`config.mk`:
```
export PLATFORM = sky130hd
export DESIGN_NAME = mem_dump_reader_flat
export DESIGN_NICKNAME = d
export VERILOG_FILES = /design/src/rtl/mem_dump_if.sv /design/src/rtl/mem_dump_reader.sv /design/src/flat_wrapper.sv
export SDC_FILE = /design/constraint.sdc
export NUM_CORES = 1
export LEC_CHECK = 0
export CAP_MARGIN = 20
export CORE_MARGIN = 2
export CORE_UTILIZATION = 31
export DETAILED_ROUTE_END_ITERATION = 10
export SLEW_MARGIN = 5
export SYNTH_ARGS = -nofsm -noshare
export SYNTH_HDL_FRONTEND = slang
export SYNTH_SLANG_ARGS = --single-unit
```
`constraint.sdc`:
```
create_clock -name clk -period 5.7 [get_ports clk]
set_clock_uncertainty 0.15 [all_clocks]
set_input_delay 0.855 -clock clk [delete_from_list [all_inputs] [get_ports clk]]
set_output_delay 0.855 -clock clk [all_outputs]
set_load 0.02 [all_outputs]
```
`src/rtl/mem_dump_if.sv`:
```
// Memory read port plus output stream of the memory dump reader.
// master = reader side, slave = memory/sink side.
interface mem_dump_if #(
  parameter int ADDR_W = 9,
  parameter int DATA_W = 32
);
  logic              rd_en0;
  logic [ADDR_W-1:0] rd_addr0;
  logic [DATA_W-1:0] rd_dout0;
  logic              out_valid;
  logic [DATA_W-1:0] out_data;
  logic [ADDR_W-1:0] out_addr;
  logic              out_ready;

  modport master (
    output rd_en0, rd_addr0, out_valid, out_data, out_addr,
    input  rd_dout0, out_ready
  );

  modport slave (
    input  rd_en0, rd_addr0, out_valid, out_data, out_addr,
    output rd_dout0, out_ready
  );
endinterface

```
`src/rtl/mem_dump_reader.sv`:
```
// Streams a block of words from a one-cycle-latency memory port over valid/ready,
// holding the core PC in reset while busy.
//
// state | meaning
// IDLE  | waiting for start; count-0 commands complete here
// RUN   | issuing reads while credit is available
// FLUSH | all reads issued, draining in-flight word and FIFO
module mem_dump_reader #(
  parameter int ADDR_W = 9,
  parameter int DATA_W = 32,
  parameter int CNT_W  = 8
) (
  input  logic              clk,
  input  logic              reset,
  input  logic              start,
  input  logic [ADDR_W-1:0] base_addr,
  input  logic [CNT_W-1:0]  word_count,
  mem_dump_if.master        bus,
  output logic              busy,
  output logic              hold_pc,
  output logic              done
);

  typedef enum logic [1:0] {IDLE, RUN, FLUSH} state_t;

  state_t            state_q, state_d;
  logic [ADDR_W-1:0] addr_q, addr_d;
  logic [ADDR_W-1:0] last_addr_q;
  logic [CNT_W-1:0]  remaining_q, remaining_d;
  logic              inflight_q;
  logic              done_q, done_d;
  logic              issue, push, pop;
  logic [1:0]        credit_used;
  logic              base_lsb_unused;

  logic [DATA_W-1:0] fifo_data [2];
  logic [ADDR_W-1:0] fifo_addr [2];
  logic              wr_ptr, rd_ptr;
  logic [1:0]        fifo_cnt;

  assign base_lsb_unused = ^base_addr[1:0];

  assign push = inflight_q;
  assign pop  = (fifo_cnt != 2'd0) && bus.out_ready;
  // A word leaving this cycle frees its slot immediately, so a steady ready
  // stream sustains one word per cycle.
  assign credit_used = fifo_cnt + {1'b0, inflight_q} - {1'b0, pop};

  always_comb begin
    state_d     = state_q;
    addr_d      = addr_q;
    remaining_d = remaining_q;
    done_d      = 1'b0;
    issue       = 1'b0;
    case (state_q)
      IDLE: begin
        if (start) begin
          addr_d      = {base_addr[ADDR_W-1:2], 2'b00};
          remaining_d = word_count;
          if (word_count == '0) done_d  = 1'b1;
          else                  state_d = RUN;
        end
      end
      RUN: begin
        if (remaining_q != '0 && credit_used < 2'd2) begin
          issue       = 1'b1;
          addr_d      = addr_q + ADDR_W'(4);
          remaining_d = remaining_q - CNT_W'(1);
          if (remaining_q == CNT_W'(1)) state_d = FLUSH;
        end
      end
      FLUSH: begin
        if (!inflight_q && (fifo_cnt == 2'd0 || (fifo_cnt == 2'd1 && pop))) begin
          state_d = IDLE;
          done_d  = 1'b1;
        end
      end
      default: state_d = IDLE;
    endcase
  end

  always_ff @(posedge clk or negedge reset) begin
    if (!reset) begin
      state_q     <= IDLE;
      addr_q      <= '0;
      remaining_q <= '0;
      last_addr_q <= '0;
      inflight_q  <= 1'b0;
      done_q      <= 1'b0;
    end else begin
      state_q     <= state_d;
      addr_q      <= addr_d;
      remaining_q <= remaining_d;
      inflight_q  <= issue;
      done_q      <= done_d;
      if (issue) last_addr_q <= addr_q;
    end
  end

  always_ff @(posedge clk or negedge reset) begin
    if (!reset) begin
      fifo_data[0] <= '0;
      fifo_data[1] <= '0;
      fifo_addr[0] <= '0;
      fifo_addr[1] <= '0;
      wr_ptr       <= 1'b0;
      rd_ptr       <= 1'b0;
      fifo_cnt     <= 2'd0;
    end else begin
      // last_addr_q still names the word in flight on the capture edge
      if (push) begin
        fifo_data[wr_ptr] <= bus.rd_dout0;
        fifo_addr[wr_ptr] <= last_addr_q;
        wr_ptr            <= ~wr_ptr;
      end
      if (pop) rd_ptr <= ~rd_ptr;
      case ({push, pop})
        2'b10:   fifo_cnt <= fifo_cnt + 2'd1;
        2'b01:   fifo_cnt <= fifo_cnt - 2'd1;
        default: fifo_cnt <= fifo_cnt;
      endcase
    end
  end

  a_fifo_no_overflow: assert property (@(posedge clk) disable iff (!reset)
    !(push && !pop && fifo_cnt == 2'd2));

  assign bus.rd_en0    = issue;
  assign bus.rd_addr0  = issue ? addr_q : last_addr_q;
  assign bus.out_valid = (fifo_cnt != 2'd0);
  assign bus.out_data  = fifo_data[rd_ptr];
  assign bus.out_addr  = fifo_addr[rd_ptr];
  assign busy          = (state_q != IDLE);
  assign hold_pc       = busy;
  assign done          = done_q;

endmodule

```
`src/flat_wrapper.sv`:
```
// flat-port wrapper written by rule: the top's interface ports become plain ports
module mem_dump_reader_flat 
#(
  parameter int ADDR_W = 9,
  parameter int DATA_W = 32,
  parameter int CNT_W  = 8
)
  (clk, reset, start, base_addr, word_count, busy, hold_pc, done, bus_rd_en0, bus_rd_addr0, bus_out_valid, bus_out_data, bus_out_addr, bus_rd_dout0, bus_out_ready);
  mem_dump_if #(.ADDR_W(ADDR_W), .DATA_W(DATA_W)) bus_i ();
  input  logic clk;
  input  logic reset;
  input  logic start;
  input  logic [ADDR_W-1:0] base_addr;
  input  logic [CNT_W-1:0] word_count;
  output logic busy;
  output logic hold_pc;
  output logic done;
  output wire logic [$bits(bus_i.rd_en0)-1:0] bus_rd_en0;
  output wire logic [$bits(bus_i.rd_addr0)-1:0] bus_rd_addr0;
  output wire logic [$bits(bus_i.out_valid)-1:0] bus_out_valid;
  output wire logic [$bits(bus_i.out_data)-1:0] bus_out_data;
  output wire logic [$bits(bus_i.out_addr)-1:0] bus_out_addr;
  input wire logic [$bits(bus_i.rd_dout0)-1:0] bus_rd_dout0;
  input wire logic [$bits(bus_i.out_ready)-1:0] bus_out_ready;
  assign bus_rd_en0 = bus_i.rd_en0;
  assign bus_rd_addr0 = bus_i.rd_addr0;
  assign bus_out_valid = bus_i.out_valid;
  assign bus_out_data = bus_i.out_data;
  assign bus_out_addr = bus_i.out_addr;
  assign bus_i.rd_dout0 = bus_rd_dout0;
  assign bus_i.out_ready = bus_out_ready;
  mem_dump_reader #(.ADDR_W(ADDR_W), .DATA_W(DATA_W), .CNT_W(CNT_W)) u_core (.clk(clk), .reset(reset), .start(start), .base_addr(base_addr), .word_count(word_count), .bus(bus_i), .busy(busy), .hold_pc(hold_pc), .done(done));
endmodule
```
# Yosys cells after proc, flatten, opt, wreduce, memory -nomap -nowiden
# Cells that the tools add are included.
[totals]
elab_cells = 87
regBits = 116
[op_classes]
n_addsub = 6
bitwise_logic = 4
magnitude_cmp = 4
muxes = 32
n_reduce_logical = 17
eq_ne = 11
[op_table]
columns = ["op", "count"]
rows = [
  ["2-to-1 mux 32 bit", 4],
  ["bitwise mux 64 bit", 1],
  ["2-to-1 mux 9 bit", 7],
  ["demux 32 bit (select 1 bit)", 1],
  ["bitwise mux 18 bit", 1],
  ["case mux 9 bit (2 select lines)", 1],
  ["2-to-1 mux 8 bit", 2],
  ["case mux 8 bit (2 select lines)", 1],
  ["2-to-1 mux 2 bit", 5],
  ["adder 9 x 3 -> 9 bit, second input constant", 1],
  ["demux 9 bit (select 1 bit)", 1],
  ["== test 8 x 1 -> 1 bit, second input constant", 1],
  ["logical NOT 8 bit", 1],
  ["nonzero test 2 bit", 4],
  ["nonzero test 8 bit", 1],
  ["subtractor 8 x 1 -> 8 bit, second input constant", 1],
  ["== test 2 x 1 -> 1 bit, second input constant", 3],
  ["!= test 2 x 1 -> 1 bit, second input constant", 3],
  ["case mux 2 bit (3 select lines)", 1],
  ["logical AND 1 bit", 5],
  ["2-to-1 mux 1 bit", 5],
  ["AND reduction 5 bit", 1],
  ["== test 2 bit, second input constant", 2],
  [">= comparator 2 bit, second input constant", 2],
  ["15 further kinds", 19],
]

# Longest topological paths before layout
# Gate-level depths: netlist of run 1.
[logic_depth]
word_depth = 8
ltp_mapped = 9

# Worst setup path after synthesis of run 1
# OpenSTA, ideal clock, no wires.
[synth_path]
path_kind = "in2out"
start = "in bus_out_ready"
end = "out bus_rd_addr0[3]"
slack_ps = 2509
n_path_buf = 1
cell_stages = 7
t_arrival_ps = 2186
cell_sequence = "nand2b_4 -> buf_8 -> mux2i_4 -> mux2_4 -> nand2_8 -> inv_4 -> mux2_4"
[synth_between]
elab_chain_len = 7
[synth_lines]
columns = ["element", "line", "rtl"]
rows = [
  ["start, declared", "flat_wrapper.sv:24", "input wire logic [$bits(bus_i.out_ready)-1:0] bus_out_ready;"],
  ["logical AND 1 bit", "mem_dump_reader.sv:44", "assign pop = (fifo_cnt != 2'd0) && bus.out_ready;"],
  ["subtractor 2 x 1 -> 2 bit", "mem_dump_reader.sv:47", "assign credit_used = fifo_cnt + {1'b0, inflight_q} - {1'b0, pop};"],
  ["< comparator 2 bit", "mem_dump_reader.sv:65", "if (remaining_q != '0 && credit_used < 2'd2) begin"],
  ["logical AND 1 bit", "mem_dump_reader.sv:65", ""],
  ["2-to-1 mux 1 bit", "mem_dump_reader.sv:65", ""],
  ["2-to-1 mux 1 bit", "mem_dump_reader.sv:55", "case (state_q)"],
  ["net bus_rd_en0", "flat_wrapper.sv:18", "output wire logic [$bits(bus_i.rd_en0)-1:0] bus_rd_en0;"],
  ["2-to-1 mux 9 bit", "mem_dump_reader.sv:129", "assign bus.rd_addr0 = issue ? addr_q : last_addr_q;"],
  ["end, declared", "flat_wrapper.sv:19", "output wire logic [$bits(bus_i.rd_addr0)-1:0] bus_rd_addr0;"],
]
# The timed path passes the listed nets, and every way through them passes these cells.

# Worst setup path in the final report of run 1
[layout_path]
start = "in bus_out_ready"
end = "out bus_rd_addr0[8]"
[layout_between]
elab_chain_len = 7
[layout_lines]
columns = ["element", "line"]
rows = [
  ["logical AND 1 bit", "mem_dump_reader.sv:44"],
  ["subtractor 2 x 1 -> 2 bit", "mem_dump_reader.sv:47"],
  ["< comparator 2 bit", "mem_dump_reader.sv:65"],
  ["logical AND 1 bit", "mem_dump_reader.sv:65"],
  ["2-to-1 mux 1 bit", "mem_dump_reader.sv:65"],
  ["2-to-1 mux 1 bit", "mem_dump_reader.sv:55"],
  ["2-to-1 mux 9 bit", "mem_dump_reader.sv:129"],
]
# Every way passes these cells.

==> results of run 1 <==
## synthesized netlist by cell type (4+ instances only)
master      n  area [sq um]
buf_2       4          20.0
mux2_4      5          75.1
clkbuf_1   13          48.8
nor4_1      4          25.0
nand3_1     7          35.0
dfrtp_1   114          2850
a21oi_1     9          45.0
o21ai_0     6          30.0
nor2_1     21          78.8
ha_1        5          62.6
nand2_1    20          75.1
and2_1      5          31.3
nor3_1      6          30.0
inv_1       8          30.0
buf_1       4          15.0
mux2_2    127          1430
## registers in the layout (all words and copies together), names as in the netlist
name,flops
u_core.addr_q,7
u_core.done,1
u_core.fifo_addr,18
u_core.fifo_cnt,2
u_core.fifo_data,64
u_core.inflight_q,1
u_core.last_addr_q,9
u_core.rd_ptr,1
u_core.remaining_q,8
u_core.state_q,2
u_core.wr_ptr,1
## power by group through the flow
stage	logic, mW	registers, mW	clock network, mW
after floorplan	1.71	1.35	0
after global placement	2.41	1.48	0
after detailed placement	2.45	1.51	0
after CTS	2.47	1.50	1.11
after global routing	2.69	1.50	1.15
final	2.50	1.44	1.08
## stage by stage
step / power [mW] / instances / area [sq um] / utilization
final: 5.02 / 754 / 7250 / 0.424
after global routing: 5.34 / 754 / 7250 / 0.424
after CTS: 5.08 / 753 / 7230 / 0.422
after detailed placement: 3.96 / 721 / 6630 / 0.387
after global placement: 3.90 / 720 / 6610 / 0.386
after floorplan: 3.06 / 411 / 5360 / -
## routing by layer
metal	up-vias	GRT usage	part of all wire	wire, microns
li1	1694	-	-	-
met1	1814	0.190	0.47	5830
met2	125	0.222	0.46	5750
met3	12	0.0453	0.060	743
met4	0	0.0451	0.0097	121
met5	-	0	0	0
## cell usage in the layout (no fill, tap or decap), types with 3 or more instances in the layout
cell type,Yosys,final
xnor2_1,3,3
buf_4,1,3
a221o_1,3,3
nand3_1,7,7
a21oi_1,9,9
nor3_1,6,6
mux2_4,5,5
o211ai_1,3,3
nor4_1,4,4
clkdlybuf4s50_1,0,104
mux2_2,127,127
clkbuf_8,0,3
and2_1,5,5
ha_1,5,5
clkbuf_16,0,17
dfrtp_1,114,113
clkinv_2,0,5
or3_1,3,3
nand2b_1,3,3
bufinv_16,0,3
inv_1,8,8
nand2_1,20,19
o21ai_0,6,6
nor2_1,21,21
## kinds of logic (layout without fill, tap and decap cells)
kind of cell	Yosys count	count (layout)	synth area share
buffers and inverters	32	150	0.0266
and+or+nand+nor	80	80	0.0771
xor gates and xnor gates	5	5	0.00818
AOI/OAI and AO/OA	40	40	0.0547
adders and majority gates	5	5	0.0117
muxes	135	135	0.289
DFF	114	114	0.533
## area by class of cell
class / count / share of cell area
Clock buffer: 22 / 0.0654
Clock inverter: 10 / 0.0181
Inverter: 9 / 0.00500
Multi-Input combinational cell: 265 / 0.327
Sequential cell: 114 / 0.394
Tap cell: 225 / 0.0388
Timing Repair Buffer: 109 / 0.152
## path summary, 6_finish.rpt
kind                                      startpoint                    to  slack, ns  cells after the start
worst max-delay path                   bus_out_ready       bus_rd_addr0[8]       1.43                      8
worst min-delay path                           reset  u_core.fifo_data[41]       0.35                      1
worst max register to register    u_core.fifo_cnt[1]      u_core.addr_q[3]       3.15                      7
worst min register to register  u_core.fifo_data[21]  u_core.fifo_data[21]       0.35                      1
max in group asynchronous                      reset  u_core.fifo_data[58]       3.79                      2
min in group clk                u_core.fifo_data[21]  u_core.fifo_data[21]       0.35                      1
## critical path: stages
cell and delay, ns:
clkdlybuf4s50_1 0.47, nand2b_4 0.16, mux2i_4 0.30, mux2_4 0.40, nand2_8 0.15, inv_4 0.08
mux2_4 0.31, clkdlybuf4s50_1 0.54
==> summary.md, run 1 <==
| Metric | Value |
|---|---|
| Status | finished, final reports clean |
| Max-capacitance violation count | 0 |
| Transition time of the tightest slew-check pin | about 0.81 ns |
| Share of layout cells above drive strength 1 | 0.342 |
| Clock network fraction of design power | 0.215 |
| DR DRC count | 0 |
| Initial Utilization | 0.313 |
| Synth unique cells | 50 |
| Die Outline Area | around 18000 sq um |
| Overall routed net length | around 12000 microns |
| Register Area | 2850 sq um |
| Power Density | a little under 700 nW/um^2 |
| Clock Tree Buf Depth | 2 |
| Synthesized area per cell | between 10 and 15 sq um |
| Placement row count | 48 |
| Kind of critical path | input pin to primary output |
| Number of hold violations in the final report | 0 |
| Path type of the worst min-delay path | input pin to async pin |
| Synthesized instance count | slightly above 400 |
| Setup Total Neg Slack | 0 ns |
| CTS root buf | clkbuf_16 |
| Number of buffers inserted during clock tree synthesis | 17 |
| Source-to-sink clock delay at the later pin of the worst-skew pair | approximately 0.41 ns |
| Worst hold slack | 0.347 ns |
| Async set-or-reset flop fraction in the synthesized netlist | 1.00 |
| Sequential element share of the synthesized area | 0.533 |
| Max-slew violation count | 0 |
| Number of optimization iterations in the first detailed-route pass | 4 |
| Clk slew on worst S/H paths | about 0.05 ns |
| Syn_nets | 469 |
| Final ANT Viol Nets | 0 |
| Data required, critical path | 4.70 ns |
| Diode count | 0 |
| Fill count | between 1.5k and 2k |
| Floorplan core area | 17100 sq um |
| Top fanout value on the critical path | 10 |
| Nets | 574 |
| CTS tree | built |
| Dominant register cell in the synthesized netlist | dfrtp_1 |
| Routed length per instance | ~17 microns |
| Proportion of total power due to net switching | 0.354 |
| Post-synth EDFFs | 0 |
| Post-CTS Setup Inserts | 0 |
| Global-route wire length before repair | between 20000 and 25000 microns |
| Switching component of the power | 1.77 mW |
| I/O Pins | around 110 |
| Internal Dissipation | approximately 3.2 mW |
| Headroom to the max-slew limit | 0.461 |
| CTS-repair resized insts | 0 |
| Post-synthesis sequential element count | about 110 |
| Number of violations reported at the end of detailed-routing iteration 0 | roughly 140 |
| Vias in the first global route | 3928 |
| Area used by multi-input combinational logic | around 2400 sq um |
| CTS H-tree lvls | 4 |
| Die boundary height | about 140 microns |
| Maximum number of pins on one net before global-route repair | 61 |
| Count of input and output buffers | approximately 110 |
| Count of vias placed by the detailed router | 3645 |
| Total of warnings raised by yosys | 0 |
| Worst setup EP type | primary output |
| Post-place setup slack | around 1.4 ns |
| Final weighted congestion of routability-driven global placement | between 0.8 and 0.9 |
| Peak supply drop | roughly 0.00046 V |
| Vias/cell | 4.83 |
| Crit path DAT | approximately 3.3 ns |
| Number of antenna violations at the first check in global routing | 0 |
| Worst path setup slack after routing | ~1.4 ns |
| CP Launch Type | input pin |
| Portion of total power attributed to sequential cells | 0.288 |
| Post-route fraction of the period consumed by the critical path | 0.749 |
| Leakage dissipation | ~3 nW |
| Final critical-path required period | about 4.3 ns |
| Final Setup Violations | 0 |
| Part of the power in combinational logic | 0.498 |
| Overall die width | around 140 microns |
| Overall Global Routing Usage | 0.143 |
| Unrepaired setup endpoints after global routing | false |
| Number of hold buffers added after cts | 0 |
| CTS sink count | 114 |
| Area Growth Syn to Fin | 35.4% |
| Placed wire-length estimate after detailed placement | 8300 microns |
| Netlist area before placement | 5360 sq um |
| Achievable clock frequency | approximately 230 MHz |
| Congestion Overflow GR | 0 |
Power figures use the tool's default switching activity.
==> run 2: changes to the inputs <==
Clock period 5.7 ns to 3.8 ns, I/O delays scaled along.
==> summary.md, run 2 (synthesis gave the netlist of run 1 again) <==
| Metric | Value |
|---|---|
| Register ranked first by flip-flop count | u_core.fifo_data |
| Die boundary height | 135 microns (unchanged) |
| Overall Global Routing Usage | 0.147 (+0.00452) |
| Final cell count without fillers | 756 (+0.27%) |
| Unrepaired setup endpoints after global routing | false |
| Clock Tree Buf Depth | 2 (unchanged) |
| Max-capacitance violation count | 0 (unchanged) |
| Placement row count | 48 (unchanged) |
| Placed wire-length estimate after detailed placement | 8560 microns (+3.2%) |
| Initial Utilization | 0.313 (unchanged) |
| Clk slew on worst S/H paths | 0.05 ns (about the same) |
| Data required, critical path | 3.08 ns (-1.62 ns) |
| Headroom to the max-slew limit | 0.463 (+0.00157) |
| Largest registers | u_core.fifo_data (64), u_core.fifo_addr (18), u_core.last_addr_q (9) |
| Power Density | 1030 nW/um^2 (+49%) |
| CTS sink count | 114 (unchanged) |
| Number of antenna violations at the first check in global routing | 0 (unchanged) |
| Routed length per instance | 16.7 microns (+1.2%) |
| Share of layout cells above drive strength 1 | 0.347 (+0.00436) |
| Path type of the worst min-delay path | flip-flop to flip-flop |
| Leakage dissipation | 3.02 nW (+1.1%) |
| Congestion Overflow GR | 0 (unchanged) |
| Max reg flops | 64 (unchanged) |
| CTS H-tree lvls | 4 (unchanged) |
| Number of buffers inserted during clock tree synthesis | 17 (unchanged) |
| Final weighted congestion of routability-driven global placement | 0.861 (+5.4%) |
| Final ANT Viol Nets | 0 (unchanged) |
| CTS tree | built |
| Nets | 578 (+0.70%) |
| Global-route wire length before repair | 21000 microns (+3.2%) |
| Area Growth Syn to Fin | 36.2% |
| DR DRC count | 0 (unchanged) |
| Final Setup Violations | 0 (unchanged) |
| Overall Power | 7.53 mW (+50%) |
| Peak supply drop | 0.000523 V (+13%) |
| Status | finished, final reports clean |
| Post-route fraction of the period consumed by the critical path | 0.957 |
| Setup Total Neg Slack | 0 ns (unchanged) |
| Fill count | 1606 (+1.4%) |
| Maximum number of pins on one net before global-route repair | 45 (-26%) |
| Source-to-sink clock delay at the later pin of the worst-skew pair | 0.41 ns (about the same) |
| Max-slew violation count | 0 (unchanged) |
| Count of vias placed by the detailed router | 3684 (+1.1%) |
| Kind of critical path | flip-flop to primary output |
| Overall die width | 135 microns (unchanged) |
| Crit path DAT | 2.92 ns (-0.34 ns) |
| CP Launch Type | flip-flop |
| Floorplan core area | 17100 sq um (unchanged) |
| Final critical-path required period | about 3.6 ns |
| Overall routed net length | 12600 microns (+1.4%) |
| I/O Pins | 108 (unchanged) |
| Worst setup EP type | primary output |
| Most common cell after layout, fill and taps aside | mux2_2 |
| Die Outline Area | 18300 sq um (unchanged) |
| Count of input and output buffers | 105 (unchanged) |
| Achievable clock frequency | roughly 270 MHz |
| CTS root buf | clkbuf_16 |
| Count of placed standard cells including taps | 725 (+0.55%) |
| Transition time of the tightest slew-check pin | 0.783 ns (-0.0231 ns) |
| Vias in the first global route | 4011 (+2.1%) |
| Number of optimization iterations in the first detailed-route pass | 4 (unchanged) |
| Leading cell types in the layout, fill and taps excluded | 127 x mux2_2, 113 x dfrtp_1, 97 x clkdlybuf4s50_1, 21 x nor2_1, 19 x nand2_1 |
| Diode count | 0 (unchanged) |
| Post-CTS Setup Inserts | 0 (unchanged) |
| Number of hold violations in the final report | 0 (unchanged) |
| Number of violations reported at the end of detailed-routing iteration 0 | 168 (+24%) |
| Vias/cell | 4.87 (+0.80%) |
| Top fanout value on the critical path | 10 (unchanged) |
## run 2: changes by cell type in the layout (fill, tap and decap cells not counted), sizes merged
cell / before / now
dlygate4sd3: 0 / 1
clkdlybuf4s50: 104 / 97
buf: 5 / 8
clkinv: 6 / 5
dlygate4sd2: 0 / 7
clkbuf: 22 / 21
## run 2: per-layer routing
layer | share of wire | global-route usage
met1 | 0.47 | 0.193
met2 | 0.47 | 0.233
met3 | 0.052 | 0.0412
met4 | 0.013 | 0.0532
met5 | 0 | 0
## run 2: cell type report
| class | count | area (sq um) | share of cell area |
|---|---|---|---|
| clock inverters | 9 | 130 | 0.0178 |
| flip-flops and latches | 114 | 2850 | 0.391 |
| multi-input cells | 265 | 2370 | 0.325 |
| inverters | 9 | 36.3 | 0.00498 |
| well taps | 225 | 282 | 0.0386 |
| repair buffers | 113 | 1140 | 0.156 |
| clock buffers | 21 | 480 | 0.0659 |
## run 2: repair_timing
item / CTS / global route
hold buffers: 1 / 0
hold endpoints to repair: 23 / 0
gates resized for setup: 7 / 0
setup endpoints to repair: 7 / 0
## run 2: path summary, 6_finish.rpt
check,slack [ns],startpoint,end,cells after the start
worst max register to register,1.10,u_core.fifo_cnt[1],u_core.addr_q[3],8
worst min register to register,0.35,u_core.fifo_data[16],u_core.fifo_data[16],1
min in group asynchronous,0.53,reset,u_core.fifo_data[13],2
worst max-delay path,0.16,u_core.fifo_cnt[1],bus_rd_addr0[1],8
worst min-delay path,0.35,u_core.fifo_data[16],u_core.fifo_data[16],1
max in group asynchronous,2.10,reset,u_core.fifo_data[53],3
## run 2: metrics by stage
stage	hold WS, ns	cell area, sq um	util	setup slack (ns)
after floorplan	0.124	5360	-	1.00
after global placement	0.331	6660	0.389	0.171
after detailed placement	0.341	6680	0.390	0.162
after CTS	0.354	7290	0.426	0.119
after global routing	0.362	7290	0.426	0.00644
final	0.349	7290	0.426	0.163
## run 2: report_power, final
part / switching (mW) / internal, mW
combinational: 1.74 / 1.97
sequential: 0.405 / 1.79
clock: 0.543 / 1.09
total: 2.68 / 4.85
## run 2: worst max-delay path, cell delays in order (launching register included)
cell and delay, ns:
dfrtp_1 0.41, inv_1 0.13, ha_1 0.20, nand2b_4 0.20, mux2i_4 0.30, mux2_4 0.36
nand2_8 0.13, and2_1 0.16, clkdlybuf4s50_1 0.61
==> run 3: changes to the inputs <==
Settings changed: DONT_BUFFER_PORTS set to 1, HOLD_SLACK_MARGIN set to 0.03.
==> summary.md, run 3 (synthesis gave the netlist of run 1 again) <==
| Metric | Value |
|---|---|
| Top fanout value on the critical path | 10 (unchanged) |
| CTS-repair resized insts | 0 (-7) |
| Internal Dissipation | 4.16 mW (-14%) |
| Uppermost metal layer occupied by signal nets | met4 |
| Transition time of the tightest slew-check pin | 0.778 ns (-0.00524 ns) |
| I/O Pins | 108 (unchanged) |
| Part of the power in combinational logic | 0.438 (-0.054) |
| Crit path DAT | 2.68 ns (-0.24 ns) |
| Status | finished, final reports clean |
| Register ranked first by flip-flop count | u_core.fifo_data |
| Peak supply drop | 0.000481 V (-8.1%) |
| Number of buffers inserted during clock tree synthesis | 17 (unchanged) |
| Number of violations reported at the end of detailed-routing iteration 0 | 107 (-36%) |
| Unrepaired setup endpoints after global routing | false |
| Max-slew violation count | 0 (unchanged) |
| Count of vias placed by the detailed router | 3282 (-11%) |
| Count of placed standard cells including taps | 615 (-15%) |
| Placement Cell Area | 5560 sq um (-17%) |
| Portion of total power attributed to sequential cells | 0.323 (+0.031) |
| Diode count | 0 (unchanged) |
| Reg2reg setup slack | 1.22 ns (+0.12 ns) |
| Final Setup Violations | 0 (unchanged) |
| Share of layout cells above drive strength 1 | 0.430 (+0.0831) |
| Number of optimization iterations in the first detailed-route pass | 4 (unchanged) |
| Achievable clock frequency | 294 MHz (+6.9%) |
| Post-route fraction of the period consumed by the critical path | 0.895 (-0.0621) |
| Met3 wire len | 1180 microns (+82%) |
| Number of hold violations in the final report | 0 (unchanged) |
| CTS sink count | 114 (unchanged) |
| Die boundary height | 135 microns (unchanged) |
| Overall Power | 6.76 mW (-10%) |
| Proportion of total power due to net switching | 0.385 (+0.0283) |
| CTS H-tree lvls | 4 (unchanged) |
| Headroom to the max-slew limit | 0.480 (+0.0174) |
| Post-layout util | 0.365 (-0.0613) |
| Clock Tree Buf Depth | 2 (unchanged) |
| Count of input and output buffers | 0 (-100%) |
| Source-to-sink clock delay at the later pin of the worst-skew pair | 0.41 ns (about the same) |
| Final ANT Viol Nets | 0 (unchanged) |
| Clock network fraction of design power | 0.240 (+0.023) |
| Placed wire-length estimate after detailed placement | 7480 microns (-13%) |
| Global-route wire length before repair | 18200 microns (-13%) |
| Leakage dissipation | 2.58 nW (-14%) |
| Die Outline Area | 18300 sq um (unchanged) |
| Routed length per instance | 17.7 microns (+5.9%) |
| Vias in the first global route | 3377 (-16%) |
| CTS root buf | clkbuf_16 |
| Worst setup EP type | primary output |
| Detailed route wirelength on metal2 | 5220 microns (-12%) |
| Kind of critical path | flip-flop to primary output |
| Final critical-path required period | 3.40 ns (-0.236 ns) |
| Overall Global Routing Usage | 0.130 (-0.0174) |
| Congestion Overflow GR | 0 (unchanged) |
| Vias/cell | 5.04 (+3.5%) |
| Floorplan core area | 17100 sq um (unchanged) |
| Path type of the worst min-delay path | input pin to flip-flop |
| CP Launch Type | flip-flop |
| Data required, critical path | 3.08 ns (about the same) |
| Final cell count without fillers | 651 (-14%) |
| Clk slew on worst S/H paths | 0.06 ns (about the same) |
| Overall die width | 135 microns (unchanged) |
| Max reg flops | 64 (unchanged) |
| Most common cell after layout, fill and taps aside | mux2_2 |
| Met1 Wirelength | 4990 microns (-16%) |
| DR DRC count | 0 (unchanged) |
| Largest registers | u_core.fifo_data (64), u_core.fifo_addr (18), u_core.last_addr_q (9) |
| Final weighted congestion of routability-driven global placement | 0.874 (+1.5%) |
| Fill count | 1645 (+2.4%) |
| Setup Total Neg Slack | 0 ns (unchanged) |
| Switching component of the power | 2.60 mW (-3.2%) |
| Power Density | 1080 nW/um^2 (+4.8%) |
| Nets | 471 (-19%) |
| Number of antenna violations at the first check in global routing | 0 (unchanged) |
| Area Growth Syn to Fin | 16.6% |
| Final cell area excluding filler cells | 6240 sq um (-14%) |
| Maximum number of pins on one net before global-route repair | 115 (+160%) |
| Overall routed net length | 11500 microns (-8.8%) |
| CTS tree | built |
| Initial Utilization | 0.313 (unchanged) |
| Placement row count | 48 (unchanged) |
| Max-capacitance violation count | 0 (unchanged) |
| Leading cell types in the layout, fill and taps excluded | 127 x mux2_2, 113 x dfrtp_1, 21 x nor2_1, 19 x nand2_1, 17 x clkbuf_16 |
==> run 3: path summary, 6_finish.rpt <==
kind                                            from                    to  depth (start not counted)
worst max-delay path              u_core.fifo_cnt[1]       bus_rd_addr0[8]                          8
worst min-delay path                bus_rd_dout0[30]  u_core.fifo_data[30]                          1
worst max register to register    u_core.fifo_cnt[1]      u_core.addr_q[3]                          7
worst min register to register  u_core.fifo_data[13]  u_core.fifo_data[13]                          1
max in group asynchronous                      reset  u_core.fifo_data[23]                          2
min in group asynchronous                      reset  u_core.fifo_data[37]                          2
==> run 3: layout make-up <==
cell class | count | area [sq um] | area share
Timing Repair Buffer | 6 | 92.6 | 0.0148
Clock buffer | 17 | 425 | 0.0681
Tap cell | 225 | 282 | 0.0451
Inverter | 9 | 36.3 | 0.00581
Clock inverter | 15 | 184 | 0.0295
Multi-Input combinational cell | 265 | 2370 | 0.380
Sequential cell | 114 | 2850 | 0.457
==> run 3: what timing repair did <==
action / 4_1_cts / 5_1_grt
hold buffers: 2 / 0
hold endpoints to repair: 114 / 0
setup buffers: 0 / 0
==> run 3: stage by stage <==
stage,hold slack (ns),setup WS (ns)
floorplan,0.124,1.00
global placement,0.127,0.884
detailed placement,0.127,0.825
CTS,0.133,0.371
global route,0.136,0.264
finish,0.161,0.399
==> run 3: layer usage <==
metal	vias up	global-route usage
li1	1479	-
met1	1653	0.159
met3	15	0.0610
met2	135	0.198
met5	-	0
met4	0	0.0515
==> run 3: critical path, cell delays in order, from the launching register on <==
cell,delay [ns]
dfrtp_1,0.42
inv_1,0.13
ha_1,0.21
nand2b_4,0.20
mux2i_4,0.30
mux2_4,0.40
nand2_8,0.15
inv_4,0.10
mux2_4,0.35
==> run 3: power by group through the flow <==
stage	logic, mW	registers, mW	clock network, mW
after floorplan	2.56	2.02	0
after global placement	2.82	2.21	0
after detailed placement	2.86	2.26	0
after CTS	2.91	2.24	1.68
after global routing	3.20	2.26	1.73
final	2.96	2.18	1.62
